### config.mk
export PLATFORM = sky130hd
export DESIGN_NAME = hazard_scoreboard
export DESIGN_NICKNAME = d
export VERILOG_FILES = /design/src/rtl/cpu_pkg.sv /design/src/rtl/sb_hazard_check.sv /design/src/rtl/hazard_scoreboard.sv
export SDC_FILE = /design/constraint.sdc
export NUM_CORES = 1
export LEC_CHECK = 0
export CELL_PAD_IN_SITES_DETAIL_PLACEMENT = 1
export CELL_PAD_IN_SITES_GLOBAL_PLACEMENT = 2
export CORE_MARGIN = 2
export CORE_UTILIZATION = 27
export CTS_CLUSTER_DIAMETER = 120
export DETAILED_ROUTE_END_ITERATION = 12
export PLACE_DENSITY = 0.85
export SETUP_SLACK_MARGIN = 0.4
export SYNTH_ARGS = -nofsm -noshare
export SYNTH_HDL_FRONTEND = slang
export SYNTH_SLANG_ARGS = --single-unit
### constraint.sdc
create_clock -name clk -period 3 [get_ports clk]
set_input_delay 0.6 -clock clk [delete_from_list [all_inputs] [get_ports clk]]
set_output_delay 0.6 -clock clk [all_outputs]
set_load 0.05 [all_outputs]
### src/rtl/cpu_pkg.sv
// Shared CPU definitions: register addressing, hazard causes, issue-slot states.
package cpu_pkg;

    localparam int unsigned REG_ADDR_W   = 5;
    localparam int unsigned NREG_DEFAULT = 32;

    // Reason the decoded instruction cannot issue; first matching cause wins.
    typedef enum logic [1:0] {
        HazNone,
        HazRawRs1,
        HazRawRs2,
        HazWaw
    } haz_cause_e;

    // Occupancy of the single issue slot.
    typedef enum logic {
        SlotEmpty,
        SlotFull
    } slot_state_e;

endpackage

### src/rtl/sb_hazard_check.sv
// Combinational hazard evaluation of one decoded instruction against the busy bits.
// Register x0 never produces a hazard.
module sb_hazard_check
    import cpu_pkg::*;
#(
    parameter int unsigned NREG = NREG_DEFAULT
) (
    input  logic [NREG-1:0]       i_busy,
    input  logic [REG_ADDR_W-1:0] i_rs1,
    input  logic [REG_ADDR_W-1:0] i_rs2,
    input  logic [REG_ADDR_W-1:0] i_rd,
    input  logic                  i_rs1_en,
    input  logic                  i_rs2_en,
    input  logic                  i_rd_we,
    output haz_cause_e            o_cause,
    output logic                  o_hazard
);

    logic w_raw1;
    logic w_raw2;
    logic w_waw;

    // Classify the hazard; reads come before the write check.
    always_comb begin
        w_raw1   = i_rs1_en && (i_rs1 != '0) && i_busy[i_rs1];
        w_raw2   = i_rs2_en && (i_rs2 != '0) && i_busy[i_rs2];
        w_waw    = i_rd_we  && (i_rd  != '0) && i_busy[i_rd];
        o_cause  = HazNone;
        if (w_raw1) begin
            o_cause = HazRawRs1;
        end else if (w_raw2) begin
            o_cause = HazRawRs2;
        end else if (w_waw) begin
            o_cause = HazWaw;
        end
        o_hazard = (o_cause != HazNone);
    end

endmodule

### src/rtl/hazard_scoreboard.sv
// Register busy-bit scoreboard with a one-entry issue slot and a saturating stall counter.
// Optional feature: HAZARD_WB_BYPASS_EN lets a same-cycle writeback unblock the
// dependent instruction in that cycle.
module hazard_scoreboard
    import cpu_pkg::*;
#(
    parameter int unsigned NREG  = NREG_DEFAULT,
    parameter int unsigned CNT_W = 16
) (
    input  logic                  clk,
    input  logic                  rst,
    input  logic                  dec_valid,
    output logic                  dec_ready,
    input  logic [REG_ADDR_W-1:0] dec_rs1,
    input  logic [REG_ADDR_W-1:0] dec_rs2,
    input  logic [REG_ADDR_W-1:0] dec_rd,
    input  logic                  dec_rs1_en,
    input  logic                  dec_rs2_en,
    input  logic                  dec_rd_we,
    output logic                  iss_valid,
    input  logic                  iss_ready,
    output logic [REG_ADDR_W-1:0] iss_rd,
    output logic                  iss_rd_we,
    input  logic                  wb_valid,
    input  logic [REG_ADDR_W-1:0] wb_rd,
    input  logic                  flush,
    output logic [NREG-1:0]       busy_mask,
    output logic [CNT_W-1:0]      stall_cnt
);

    // Every register except x0 may hold a busy bit.
    localparam logic [NREG-1:0] BusyKeep = {{(NREG-1){1'b1}}, 1'b0};

    logic [NREG-1:0]       r_busy;
    slot_state_e           r_state;
    logic [REG_ADDR_W-1:0] r_iss_rd;
    logic                  r_iss_rd_we;
    logic [CNT_W-1:0]      r_stall_cnt;

    logic [NREG-1:0]       w_wb_clr;
    logic [NREG-1:0]       w_set;
    logic [NREG-1:0]       w_busy_eff;
    logic                  w_rd_we;
    logic                  w_hazard;
    logic                  w_accept;
    haz_cause_e            w_cause;

    // Writeback clear and issue set masks; x0 is excluded from both.
    always_comb begin
        w_wb_clr = '0;
        w_set    = '0;
        w_rd_we  = dec_rd_we && (dec_rd != '0);
        if (wb_valid && (wb_rd != '0)) begin
            w_wb_clr[wb_rd] = 1'b1;
        end
        if (w_accept && w_rd_we) begin
            w_set[dec_rd] = 1'b1;
        end
    end

    // Busy view seen by the hazard check.
    always_comb begin
`ifdef HAZARD_WB_BYPASS_EN
        w_busy_eff = r_busy & ~w_wb_clr;
`else
        w_busy_eff = r_busy;
`endif
    end

    sb_hazard_check #(
        .NREG(NREG)
    ) u_hazard_check (
        .i_busy   (w_busy_eff),
        .i_rs1    (dec_rs1),
        .i_rs2    (dec_rs2),
        .i_rd     (dec_rd),
        .i_rs1_en (dec_rs1_en),
        .i_rs2_en (dec_rs2_en),
        .i_rd_we  (dec_rd_we),
        .o_cause  (w_cause),
        .o_hazard (w_hazard)
    );

    // Handshake: slot must be free or draining this cycle.
    always_comb begin
        dec_ready = !w_hazard && !flush && !rst && (!iss_valid || iss_ready);
        w_accept  = dec_valid && dec_ready;
    end

    // Scoreboard update; set wins over a same-register clear, flush clears all.
    always_ff @(posedge clk) begin
        if (rst || flush) begin
            r_busy <= '0;
        end else begin
            r_busy <= ((r_busy & ~w_wb_clr) | w_set) & BusyKeep;
        end
    end

    // Issue slot FSM with registered issue fields.
    always_ff @(posedge clk) begin
        if (rst) begin
            r_state     <= SlotEmpty;
            r_iss_rd    <= '0;
            r_iss_rd_we <= 1'b0;
        end else if (flush) begin
            r_state     <= SlotEmpty;
            r_iss_rd_we <= 1'b0;
        end else begin
            case (r_state)
                SlotEmpty: begin
                    if (w_accept) begin
                        r_state     <= SlotFull;
                        r_iss_rd    <= dec_rd;
                        r_iss_rd_we <= w_rd_we;
                    end
                end
                SlotFull: begin
                    if (w_accept) begin
                        r_iss_rd    <= dec_rd;
                        r_iss_rd_we <= w_rd_we;
                    end else if (iss_ready) begin
                        r_state <= SlotEmpty;
                    end
                end
                default: r_state <= SlotEmpty;
            endcase
        end
    end

    // Saturating count of cycles where a valid decode was held back.
    always_ff @(posedge clk) begin
        if (rst) begin
            r_stall_cnt <= '0;
        end else if (dec_valid && !dec_ready && (r_stall_cnt != '1)) begin
            r_stall_cnt <= r_stall_cnt + 1'b1;
        end
    end

    assign iss_valid = (r_state == SlotFull);
    assign iss_rd    = r_iss_rd;
    assign iss_rd_we = r_iss_rd_we;
    assign busy_mask = r_busy;
    assign stall_cnt = r_stall_cnt;

endmodule

==> results.toml <==
[global_routing]
grtUsageMet1_pct = 25.6
grt_pass1_vias = 3825
grt_use_met2_pct = 35.3
grt_overflow_total = 0
grt_max_degree = 34
groute.usage.overall_pct = 20.1
grt_antenna_before_repair = 0
grt_pass1_wl_um = 21300
busiest_layer = "met2"
grt_use_met3_pct = 2.88

[timing]
fin_crit_sh_pct = 108
period_minus_slack_ps = 3230
slew_viol_final = 0
max_freq_ghz = 0.310
whs_ps = 476
tightest_slew_ps = 525
fin_ws_ps = -227
final_hold_viol_count = 0
relSlewSlack_pct = 64.9
rsz0062_at_grt = "true"
setup_viol = 31
clock-skew-final_ps = 8.02

[power_and_ir_drop]
internal_power_uw = 1290
switching_share_pct = 26.6
p_comb_share_pct = 20.0
p_sw_uw = 467
powerDensity_nw_per_um2 = 328
p_leak_uw = 0.00189
seqPwrFrac_pct = 41.6
total_power_uw = 1750
clkPwrFrac_pct = 38.4
ir_drop_uv = 227

[yosys]
synth-seq-cells = 54
postSynthAreaPerCell_um2 = 9.78
synth-main-ff-cell = "dfxtp_1"
synth_cell_types = 56
yosysSeqAreaShare_pct = 31.3
synth.area.top_cells = "dfxtp_1 (31%), mux4_2 (7.2%), o211ai_1 (7.0%)"
syn-num-nets = 383
synth_edf_count = 0
synth_top_area_share_pct = 31.3
synth_top_area_cell = "dfxtp_1"
yosysWarnings = 0
syn_inst = 353
async_reset_ff_share_pct = 0
mappedNetlistArea_um2 = 3450

[setup_path]
crit_path_max_fanout = 5
end_kind = "primary output"
required_ps = 2400
worstPathCellList = "clkdlybuf4s15_2, bufbuf_16, mux4_2, a311oi_2, o211ai_1, a2111oi_4, buf_12, buf_12"
path_common_cell = "buf_12"
crit_path_max_incr_delay_ps = 400
crit_buf_inv = 4
worstSetupPathType = "input port to primary output"
worst_path_max_delay_cell = "a2111oi_4"
start_kind = "input port"
rrSetupSlack_ps = 150
cp.arrival_ps = 2630
crit_family = "compound AO/OA/AOI/OAI gates"

[floorplanning]
rows = 41
die_x_um = 117
die_area_um2 = 13700
pin_count = 85
core_area_um2 = 12600
start_util_pct = 27.5
fp.dieH_um = 117

[layout]
drive_gt1_share_pct = 32.3
fillerInstances = 1411
seq_area_um2 = 1080
antenna_cells = 0
mostFrequentLayoutCells = "clkdlybuf4s50_1 (72), dfxtp_1 (54), buf_4 (49)"
final_cells = 655
design_area_um2 = 5350
multi_input_area_um2 = 2400
fin_nets = 512
final_common_cell = "clkdlybuf4s50_1"
area_delta_synth_final_pct = 55.1

[placed_design]
gp_congestion = 0.791
dpl-instance-area_um2 = 4750
dp_hpwl_um = 9410
port_buffers = 83
dp.cells = 627

[status]
violations = "negative setup slack"
status = "complete, but fails checks"

[cts]
clkTransAtPathRegs_ps = 70
clk_path_buf_depth = 2
clock-sinks = 54
cts_made_buffers = 5
insertion_delay_ps = 290
cts_tree = "done"
cts.htree.levels = 2
clockRootBuffer = "clkbuf_16"

[drt]
route.vias.total = 3590
initialDrtViolationCount = 172
ant_nets = 0
vias_per_cell = 5.48
routedWlPerCell_um = 20.6
routed_wl_um = 13500
drc = 0
drtPass1Iterations = 4

[min_path]
hold_path_class = "flop to flop"

[flow_run]
max_cap_viol_count = 0
## cell families after synthesis
family / share of synthesized area (%)
AND/OR/NAND/NOR: 23.1
adder cells (fa/ha/maj): 0.362
AO/OA/AOI/OAI: 21.1
multiplexers: 19.0
other: 0.109
buffers and inverters: 4.93
flip-flops: 31.3
## tightest hold or removal path, cell delays in order (launching register included)
cell	delay [ps]
dfxtp_1	320
nand2_1	50
mux2i_1	60
## power by group through the flow
stage	clock network, uW	logic (uW)	registers, uW
CTS	680	343	730
global placement	0	290	747
global route	709	371	731
floorplan	0	139	770
finish	673	351	730
detailed placement	0	297	747
## worst paths after layout
check            endpoint  cells past startpoint          from
min             iss_rd_we                      2     iss_rd_we
min reg2reg     iss_rd_we                      2     iss_rd_we
max reg2reg  stall_cnt[7]                     10  busy_mask[5]
max             dec_ready                      8     dec_rd[3]
## routing by layer
layer	vias to the layer above	part of all wire (%)	routed length [um]
li1	1656	-	-
met4	0	1.8	240
met2	111	51	6880
met3	19	4.3	581
met5	-	0	0
met1	1804	43	5770
## synth_stat cells, types with 2 or more instances
master / instances
mux2i_1: 15
buf_2: 6
a2111oi_0: 2
nor4b_1: 4
mux2_1: 4
and4_1: 2
nor3_1: 3
buf_4: 2
mux2_2: 3
nand4_4: 2
mux2_4: 5
nand3_1: 8
nand3b_1: 9
nor3b_1: 2
or3b_2: 6
a21oi_1: 13
mux4_1: 4
a2111oi_4: 2
o31a_1: 2
or3_1: 4
buf_6: 5
nor2b_1: 15
nand4_1: 10
and2_1: 2
or4_1: 8
a311oi_1: 3
inv_1: 5
mux4_2: 11
and3_1: 3
o31ai_1: 9
dfxtp_1: 54
nor2_1: 11
o21ai_0: 29
clkbuf_1: 11
o21ai_1: 7
nand2_1: 16
o211ai_1: 32
nand4b_4: 2
nor4_1: 5
## state kept, by name, summed over array words and instances (netlist names)
register	flops
busy_mask	31
stall_cnt	16
iss_rd	5
iss_rd_we	1
iss_valid	1
## layout make-up
| class | count | share of cell area, % |
|---|---|---|
| tap | 172 | 4.02 |
| clock buffer | 6 | 2.41 |
| sequential | 54 | 20.2 |
| timing repair buffer | 148 | 27.6 |
| clock inverter | 2 | 0.701 |
| multi-input combinational | 268 | 44.8 |
| inverter | 5 | 0.351 |
## metrics by stage
step | setup slack, ps | util, % | TNS, ps
after floorplan | -93.0 | - | -93.0
after global placement | -559 | 37.8 | -25210
after detailed placement | -644 | 37.8 | -27480
after CTS | -148 | 42.2 | -886
after global routing | -265 | 42.6 | -4530
final | -227 | 42.6 | -2160
## timing repair
item	CTS	global route
resized for setup	64	15
gates cloned	3	0
pin swaps	24	1
endpoints found under the setup margin	55	55
buffers inserted	17	0
hold buffers	0	0
No activity file was read; power rests on OpenSTA's default activity.
